==> config.mk <==
export PLATFORM = sky130hd
export DESIGN_NAME = relu_global_avg_pool_flat
export DESIGN_NICKNAME = d
export VERILOG_FILES = /design/src/rtl/relu_global_avg_pool_if.sv /design/src/rtl/relu_global_avg_pool.sv /design/src/flat_wrapper.sv
export SDC_FILE = /design/constraint.sdc
export NUM_CORES = 1
export LEC_CHECK = 0
export ABC_AREA = 1
export CORE_UTILIZATION = 43
export DETAILED_ROUTE_END_ITERATION = 6
export PLACE_DENSITY = 0.6
export SKIP_LAST_GASP = 1
export SYNTH_ARGS = -nofsm -noshare
export SYNTH_HDL_FRONTEND = slang
export SYNTH_SLANG_ARGS = --single-unit
==> constraint.sdc <==
create_clock -name clk -period 5.7 [get_ports clk]
set_input_delay 0.57 -clock clk [delete_from_list [all_inputs] [get_ports clk]]
set_output_delay 0.57 -clock clk [all_outputs]
set_load 0.02 [all_outputs]
==> src/rtl/relu_global_avg_pool_if.sv <==
// relu_global_avg_pool_if
//
// Bundles the two data-path ports of relu_global_avg_pool:
//   - feature-buffer read port: rd_en / rd_addr out of the pool, rd_data back
//     one cycle after rd_en (synchronous RAM timing).
//   - feature stream: out_valid / out_data / out_channel / out_last towards
//     the classifier head, out_ready back from it.
//
// Modports:
//   master : the pooling block (drives reads and the stream).
//   slave  : the environment (buffer + consumer).
//
// CHANNELS and ADDR_W must match the values used by the connected pool.

interface relu_global_avg_pool_if #(
    parameter int unsigned CHANNELS = 128,
    parameter int unsigned ADDR_W   = 11
);
    localparam int unsigned CH_W = (CHANNELS > 1) ? $clog2(CHANNELS) : 1;

    // Feature-buffer read port
    logic                rd_en;
    logic [ADDR_W-1:0]   rd_addr;
    logic signed [15:0]  rd_data;

    // Feature stream
    logic                out_valid;
    logic                out_ready;
    logic signed [15:0]  out_data;
    logic [CH_W-1:0]     out_channel;
    logic                out_last;

    modport master (
        output rd_en,
        output rd_addr,
        input  rd_data,
        output out_valid,
        input  out_ready,
        output out_data,
        output out_channel,
        output out_last
    );

    modport slave (
        input  rd_en,
        input  rd_addr,
        output rd_data,
        input  out_valid,
        output out_ready,
        input  out_data,
        input  out_channel,
        input  out_last
    );
endinterface

==> src/rtl/relu_global_avg_pool.sv <==
// relu_global_avg_pool
//
// ReLU followed by global average pooling over each channel of the
// grouped-convolution output buffer (CHANNELS x HEIGHT x WIDTH signed 16-bit
// words, channel-major). For every channel the window is read word by word,
// negative words are clamped to zero and summed, the sum is multiplied by the
// Q0.16 reciprocal RECIP of the window size and saturated to 32767. One
// feature per channel is streamed out on a valid/ready handshake.
//
// Ports:
//   clk    : clock, rising edge.
//   reset  : asynchronous, active-high.
//   start  : begin a full pass; only looked at while idle.
//   busy   : pass in progress (from the first cycle after start through the
//            done cycle).
//   done   : single-cycle pulse at the end of the pass.
//   bus    : relu_global_avg_pool_if.master -- buffer read port and feature
//            stream (see the interface file).
//
// Per-channel schedule: WIN read cycles, one drain cycle for the last read's
// data, one averaging cycle, then the emit cycle(s) waiting for out_ready.

module relu_global_avg_pool #(
    parameter int unsigned CHANNELS = 128,
    parameter int unsigned HEIGHT   = 3,
    parameter int unsigned WIDTH    = 4,
    parameter int unsigned RECIP    = 5462,
    parameter int unsigned ADDR_W   = 11
) (
    input  logic clk,
    input  logic reset,
    input  logic start,
    output logic busy,
    output logic done,
    relu_global_avg_pool_if.master bus
);

    localparam int unsigned WIN    = HEIGHT * WIDTH;
    localparam int unsigned K_W    = (WIN > 1) ? $clog2(WIN) : 1;
    localparam int unsigned CH_W   = (CHANNELS > 1) ? $clog2(CHANNELS) : 1;
    // Wide enough for WIN words of the largest positive value.
    localparam int unsigned ACC_W  = $clog2(WIN * 32767 + 1);
    localparam int unsigned PROD_W = ACC_W + 16;

    localparam logic [K_W-1:0]   K_LAST   = K_W'(WIN - 1);
    localparam logic [CH_W-1:0]  CH_LAST  = CH_W'(CHANNELS - 1);
    localparam logic [ACC_W-1:0] SAT_MAX  = ACC_W'(32767);

    typedef enum logic [2:0] {
        StIdle,
        StRead,
        StDrain,
        StAvg,
        StEmit,
        StDone
    } state_e;

    state_e             state_q, state_d;
    logic [CH_W-1:0]    ch_q, ch_d;
    logic [K_W-1:0]     k_q, k_d;
    logic [ADDR_W-1:0]  addr_q, addr_d;
    logic [ACC_W-1:0]   acc_q, acc_d;
    logic signed [15:0] out_data_q, out_data_d;
    // Marks the cycle in which rd_data belongs to a read we issued.
    logic               rd_en_q;

    logic [ACC_W-1:0]   relu_val;
    logic [PROD_W-1:0]  prod;
    logic [ACC_W-1:0]   avg_raw;
    logic [15:0]        avg_sat;

    // ReLU: negative words contribute nothing, positive ones fit in 15 bits.
    assign relu_val = bus.rd_data[15] ? '0 : ACC_W'(bus.rd_data[14:0]);

    // Average = (sum * RECIP) >> 16, truncated to the accumulator width and
    // then clamped. RECIP is rounded up, so a full window of 32767 overshoots.
    assign prod    = PROD_W'(acc_q) * PROD_W'(RECIP);
    assign avg_raw = ACC_W'(prod >> 16);
    assign avg_sat = (avg_raw > SAT_MAX) ? 16'd32767 : 16'(avg_raw);

    //--------------------------------------------------------------------
    // State registers
    //--------------------------------------------------------------------
    always_ff @(posedge clk or posedge reset) begin
        if (reset) begin
            state_q    <= StIdle;
            ch_q       <= '0;
            k_q        <= '0;
            addr_q     <= '0;
            acc_q      <= '0;
            out_data_q <= '0;
            rd_en_q    <= 1'b0;
        end else begin
            state_q    <= state_d;
            ch_q       <= ch_d;
            k_q        <= k_d;
            addr_q     <= addr_d;
            acc_q      <= acc_d;
            out_data_q <= out_data_d;
            rd_en_q    <= (state_q == StRead);
        end
    end

    //--------------------------------------------------------------------
    // Next-state logic
    //--------------------------------------------------------------------
    always_comb begin
        state_d    = state_q;
        ch_d       = ch_q;
        k_d        = k_q;
        addr_d     = addr_q;
        acc_d      = acc_q;
        out_data_d = out_data_q;

        // Data of the previous cycle's read lands here (READ and DRAIN only).
        if (rd_en_q) begin
            acc_d = acc_q + relu_val;
        end

        unique case (state_q)
            StIdle: begin
                if (start) begin
                    state_d = StRead;
                    ch_d    = '0;
                    k_d     = '0;
                    addr_d  = '0;
                    acc_d   = '0;
                end
            end

            StRead: begin
                // Channels are contiguous, so one running address counter
                // tracks ch*WIN + k across the whole pass.
                addr_d = addr_q + 1'b1;
                if (k_q == K_LAST) begin
                    k_d     = '0;
                    state_d = StDrain;
                end else begin
                    k_d = k_q + 1'b1;
                end
            end

            StDrain: begin
                state_d = StAvg;
            end

            StAvg: begin
                out_data_d = avg_sat;
                state_d    = StEmit;
            end

            StEmit: begin
                if (bus.out_ready) begin
                    if (ch_q == CH_LAST) begin
                        state_d = StDone;
                    end else begin
                        ch_d    = ch_q + 1'b1;
                        k_d     = '0;
                        acc_d   = '0;
                        state_d = StRead;
                    end
                end
            end

            StDone: begin
                state_d = StIdle;
            end

            default: begin
                state_d = StIdle;
            end
        endcase
    end

    //--------------------------------------------------------------------
    // Outputs (decoded from registered state)
    //--------------------------------------------------------------------
    assign busy            = (state_q != StIdle);
    assign done            = (state_q == StDone);
    assign bus.rd_en       = (state_q == StRead);
    assign bus.rd_addr     = addr_q;
    assign bus.out_valid   = (state_q == StEmit);
    assign bus.out_data    = out_data_q;
    assign bus.out_channel = ch_q;
    assign bus.out_last    = (state_q == StEmit) && (ch_q == CH_LAST);

endmodule

==> src/flat_wrapper.sv <==
// flat-port wrapper written by rule: the top's interface ports become plain ports
module relu_global_avg_pool_flat 
#(
    parameter int unsigned CHANNELS = 128,
    parameter int unsigned HEIGHT   = 3,
    parameter int unsigned WIDTH    = 4,
    parameter int unsigned RECIP    = 5462,
    parameter int unsigned ADDR_W   = 11
)
  (clk, reset, start, busy, done, bus_rd_en, bus_rd_addr, bus_rd_data, bus_out_valid, bus_out_ready, bus_out_data, bus_out_channel, bus_out_last);
  relu_global_avg_pool_if #(.CHANNELS(CHANNELS), .ADDR_W(ADDR_W)) bus_i ();
  input  logic clk;
  input  logic reset;
  input  logic start;
  output logic busy;
  output logic done;
  output wire logic [$bits(bus_i.rd_en)-1:0] bus_rd_en;
  output wire logic [$bits(bus_i.rd_addr)-1:0] bus_rd_addr;
  input wire logic [$bits(bus_i.rd_data)-1:0] bus_rd_data;
  output wire logic [$bits(bus_i.out_valid)-1:0] bus_out_valid;
  input wire logic [$bits(bus_i.out_ready)-1:0] bus_out_ready;
  output wire logic [$bits(bus_i.out_data)-1:0] bus_out_data;
  output wire logic [$bits(bus_i.out_channel)-1:0] bus_out_channel;
  output wire logic [$bits(bus_i.out_last)-1:0] bus_out_last;
  assign bus_rd_en = bus_i.rd_en;
  assign bus_rd_addr = bus_i.rd_addr;
  assign bus_i.rd_data = bus_rd_data;
  assign bus_out_valid = bus_i.out_valid;
  assign bus_i.out_ready = bus_out_ready;
  assign bus_out_data = bus_i.out_data;
  assign bus_out_channel = bus_i.out_channel;
  assign bus_out_last = bus_i.out_last;
  relu_global_avg_pool #(.CHANNELS(CHANNELS), .HEIGHT(HEIGHT), .WIDTH(WIDTH), .RECIP(RECIP), .ADDR_W(ADDR_W)) u_core (.clk(clk), .reset(reset), .start(start), .busy(busy), .done(done), .bus(bus_i));
endmodule
==> metrics.md <==
| Metric | Value |
|---|---|
| Status | `complete, no violations` |
| Row count | `50` |
| First-pass GRT wire length | `33500 um` |
| Fraction of final layout cells sized beyond drive strength 1 | `0.0294` |
| Crit path required time | `5.94 ns` |
| Post-CTS Resized | `0` |
| H-tree levels | `3` |
| Setup CP Type | `reg -> reg` |
| Post-DRT Antenna Nets | `0` |
| Post-synth EDFFs | `0` |
| Clk buf depth | `2` |
| RSZ-0062 raised after global routing | `false` |
| Most frequent cell after synthesis | `inv_1` |
| Vias in the first global route | `7222` |
| Buf/Inv on CP | `5` |
| Fill count | `1929` |
| Worst Path Arrival | `5.11 ns` |
| Num CTS Buffers | `9` |
| Initial antenna violation count | `0` |
| Syn nets | `1380` |
| Worst slew pin tran | `0.795 ns` |
| Root Buffer | `clkbuf_16` |
| Area Growth Syn to Fin | `14.1%` |
| Synth top cells by count | `287 x inv_1, 240 x nand2_1, 128 x ha_1, 103 x nor2_1, 74 x fa_1` |
| Crit. End Element | `flip-flop` |
| Cell count of the worst reg-to-reg path | `23` |
| Max incr delay on CP | `0.52 ns` |
| Sequential share of the synthesized area | `0.181` |
| Largest net degree at the start of global routing | `62` |
| CTS tree | `yes` |
| CTS clock-pin slew for the worst setup and hold paths | `0.06 ns` |
| End point of the critical path | `u_core.bus.out_data[3]$_DFFE_PP0P_` |
| Synth top area cells | `ha_1 19%, dfrtp_1 18%, fa_1 18%` |
| WL/cell | `13.1 um` |
| CP delay by family, top | `adder cells` |
| Worst setup path start | `u_core.acc_q[1]$_DFF_PP0_` |
| Die W | `142 um` |
| Fin Setup TNS | `0 ns` |
| Slew margin rel. | `0.470` |
| Remaining Overflow, GRT | `0` |
| Gr usage total | `0.214` |
| Hold Fails Final Rpt | `0` |
| Initial drt markers | `279` |
| Hold buffer count at cts | `0` |
| Area leader, netlist | `ha_1` |
| Worst setup margin | `0.827 ns` |
| Initial core utilization | `0.445` |
| Netlist cell types | `35` |
| Die Y | `142 um` |
| Main synth FF type | `dfrtp_1` |
| WP depth | `23` |
| First-pass iteration count of the detailed router | `7` |
| Syn_area_per_cell | `7.29 sq um` |
| DRC Markers | `0` |
| Maxcap violations | `0` |
| Clock sink count | `61` |
| Dpl hpwl | `16500 um` |
| IO Port Bufs | `58` |
| Drt via density | `4.83` |
| Worst Hold Class | `reg -> reg` |
| ANT cells | `0` |
| DR vias | `7175` |
| Worst-path cell chain | `ha_1 > inv_1 > fa_1 > fa_1 > inv_1 > fa_1 > inv_1 > fa_1 > inv_1 > ha_1 > nand2_1 > inv_1 > nand2_1 > nor3_1 > nand2_1 > nand2_1 > nand2_1 > nand2_1 > nand2_1 > nand2_2 > nand3_1 > nand2_1 > nand2_1` |
| Fin crit share | `0.855` |
| Seq cells post-synth | `61` |
| Pins Over Slew Limit | `0` |
| Top cell type's share of synthesized area | `0.190` |
| Core area | `19000 sq um` |
| Reg-to-Reg End | `u_core.bus.out_data[3]$_DFFE_PP0P_` |
| Post-Syn Instances | `1158` |
| Final Setup Violations | `0` |
| Worst slack, placed | `0.840 ns` |
| Crit path launch type | `flip-flop` |
| Ys Warns | `0` |
| RR Startpoint | `u_core.acc_q[1]$_DFF_PP0_` |
| Max frequency | `205 MHz` |
| Top Ports | `59` |
| R2R setup slack | `0.83 ns` |
| Worst path slowest cell | `fa_1` |
| Final nets | `1442` |
| Final wirelength | `19500 um` |
| Tmin final | `4.87 ns` |
| Asr flop ratio synth | `1.00` |
| CP max FO | `15` |
| Post-synthesis cell area | `8440 sq um` |
| Setup bufs post-CTS | `0` |
| Crit-path most repeated cell | `nand2_1` |
| Worst-Skew Late Latency | `0.35 ns` |
| Die area | `20200 sq um` |
| Routability Congestion | `0.928` |
| Clock Skews | `0.00809 ns` |
==> cells by family after synthesis <==
kind of cell,after synthesis,synth area share
AND/OR/NAND/NOR,444,0.217
buffers and inverters,300,0.135
adder cells (fa/ha/maj),202,0.365
AO/OA/AOI/OAI,138,0.0885
flip-flops,61,0.181
XOR/XNOR,12,0.0125
multiplexers,1,0.00119
==> state kept, by name (all words and copies together), names as in the netlist <==
name,count
u_core.acc_q,19
u_core.bus.out_channel,7
u_core.bus.out_data,16
u_core.bus.rd_addr,11
u_core.k_q,4
u_core.rd_en_q,1
u_core.state_q,3
==> final cells by class <==
cell class                 instances  area [sq um]  share of cell area
clock buffer                       9           225              0.0234
sequential                        61          1530               0.159
clock inverter                     7          83.8             0.00871
inverter                         290          1090               0.113
tap                              260           325              0.0338
multi-input combinational        797          5780               0.600
timing repair buffer              61           603              0.0626
==> placed cells by master (no fill, tap or decap), drive strengths merged, types with 2 or more instances in the layout <==
| cell | n |
|---|---|
| o211ai | 4 |
| a21o | 8 |
| nand3 | 65 |
| clkbuf | 9 |
| nor3 | 15 |
| fa | 74 |
| clkdlybuf4s50 | 58 |
| xnor2 | 3 |
| dfrtp | 61 |
| buf | 3 |
| xor2 | 9 |
| o22ai | 3 |
| inv | 292 |
| o21ai | 49 |
| a21oi | 68 |
| nor2 | 109 |
| clkinv | 3 |
| ha | 128 |
| nand2 | 243 |
| nand3b | 2 |
| nand4 | 8 |
| a31o | 2 |
==> metrics by stage <==
step / instances / utilization / hold slack [ns] / area [sq um]
2_1_floorplan: 1158 / - / 0.465 / 8440
3_3_place_gp: 1469 / 0.492 / 0.464 / 9320
3_5_place_dp: 1469 / 0.492 / 0.464 / 9320
4_1_cts: 1485 / 0.508 / 0.479 / 9630
5_1_grt: 1485 / 0.508 / 0.493 / 9630
6_report: 1485 / 0.508 / 0.473 / 9630
==> how the worst min path moves through the flow <==
stage                                       startpoint                            endpoint  slack (ns)  cells past startpoint
floorplan                    u_core.k_q[0]$_DFFE_PP0P_           u_core.k_q[0]$_DFFE_PP0P_        0.46                      1
global placement    u_core.bus.out_data[4]$_DFFE_PP0P_  u_core.bus.out_data[4]$_DFFE_PP0P_        0.46                      2
detailed placement  u_core.bus.out_data[8]$_DFFE_PP0P_  u_core.bus.out_data[8]$_DFFE_PP0P_        0.46                      2
CTS                 u_core.bus.out_data[8]$_DFFE_PP0P_  u_core.bus.out_data[8]$_DFFE_PP0P_        0.48                      2
global route        u_core.bus.out_data[8]$_DFFE_PP0P_  u_core.bus.out_data[8]$_DFFE_PP0P_        0.49                      2
finish              u_core.bus.rd_addr[10]$_DFFE_PP0P_  u_core.bus.rd_addr[10]$_DFFE_PP0P_        0.47                      1
==> layer usage <==
metal / global-route usage / vias to the layer above / share of wire
li1: - / 3720 / -
met1: 0.276 / 3300 / 0.49
met2: 0.358 / 120 / 0.45
met3: 0.0343 / 35 / 0.033
met4: 0.0815 / 0 / 0.025
met5: 0 / - / 0
Power is left out: the tool's default activity adds up to more than one toggle a clock period on the data nets, which glitch-free logic cannot reach.
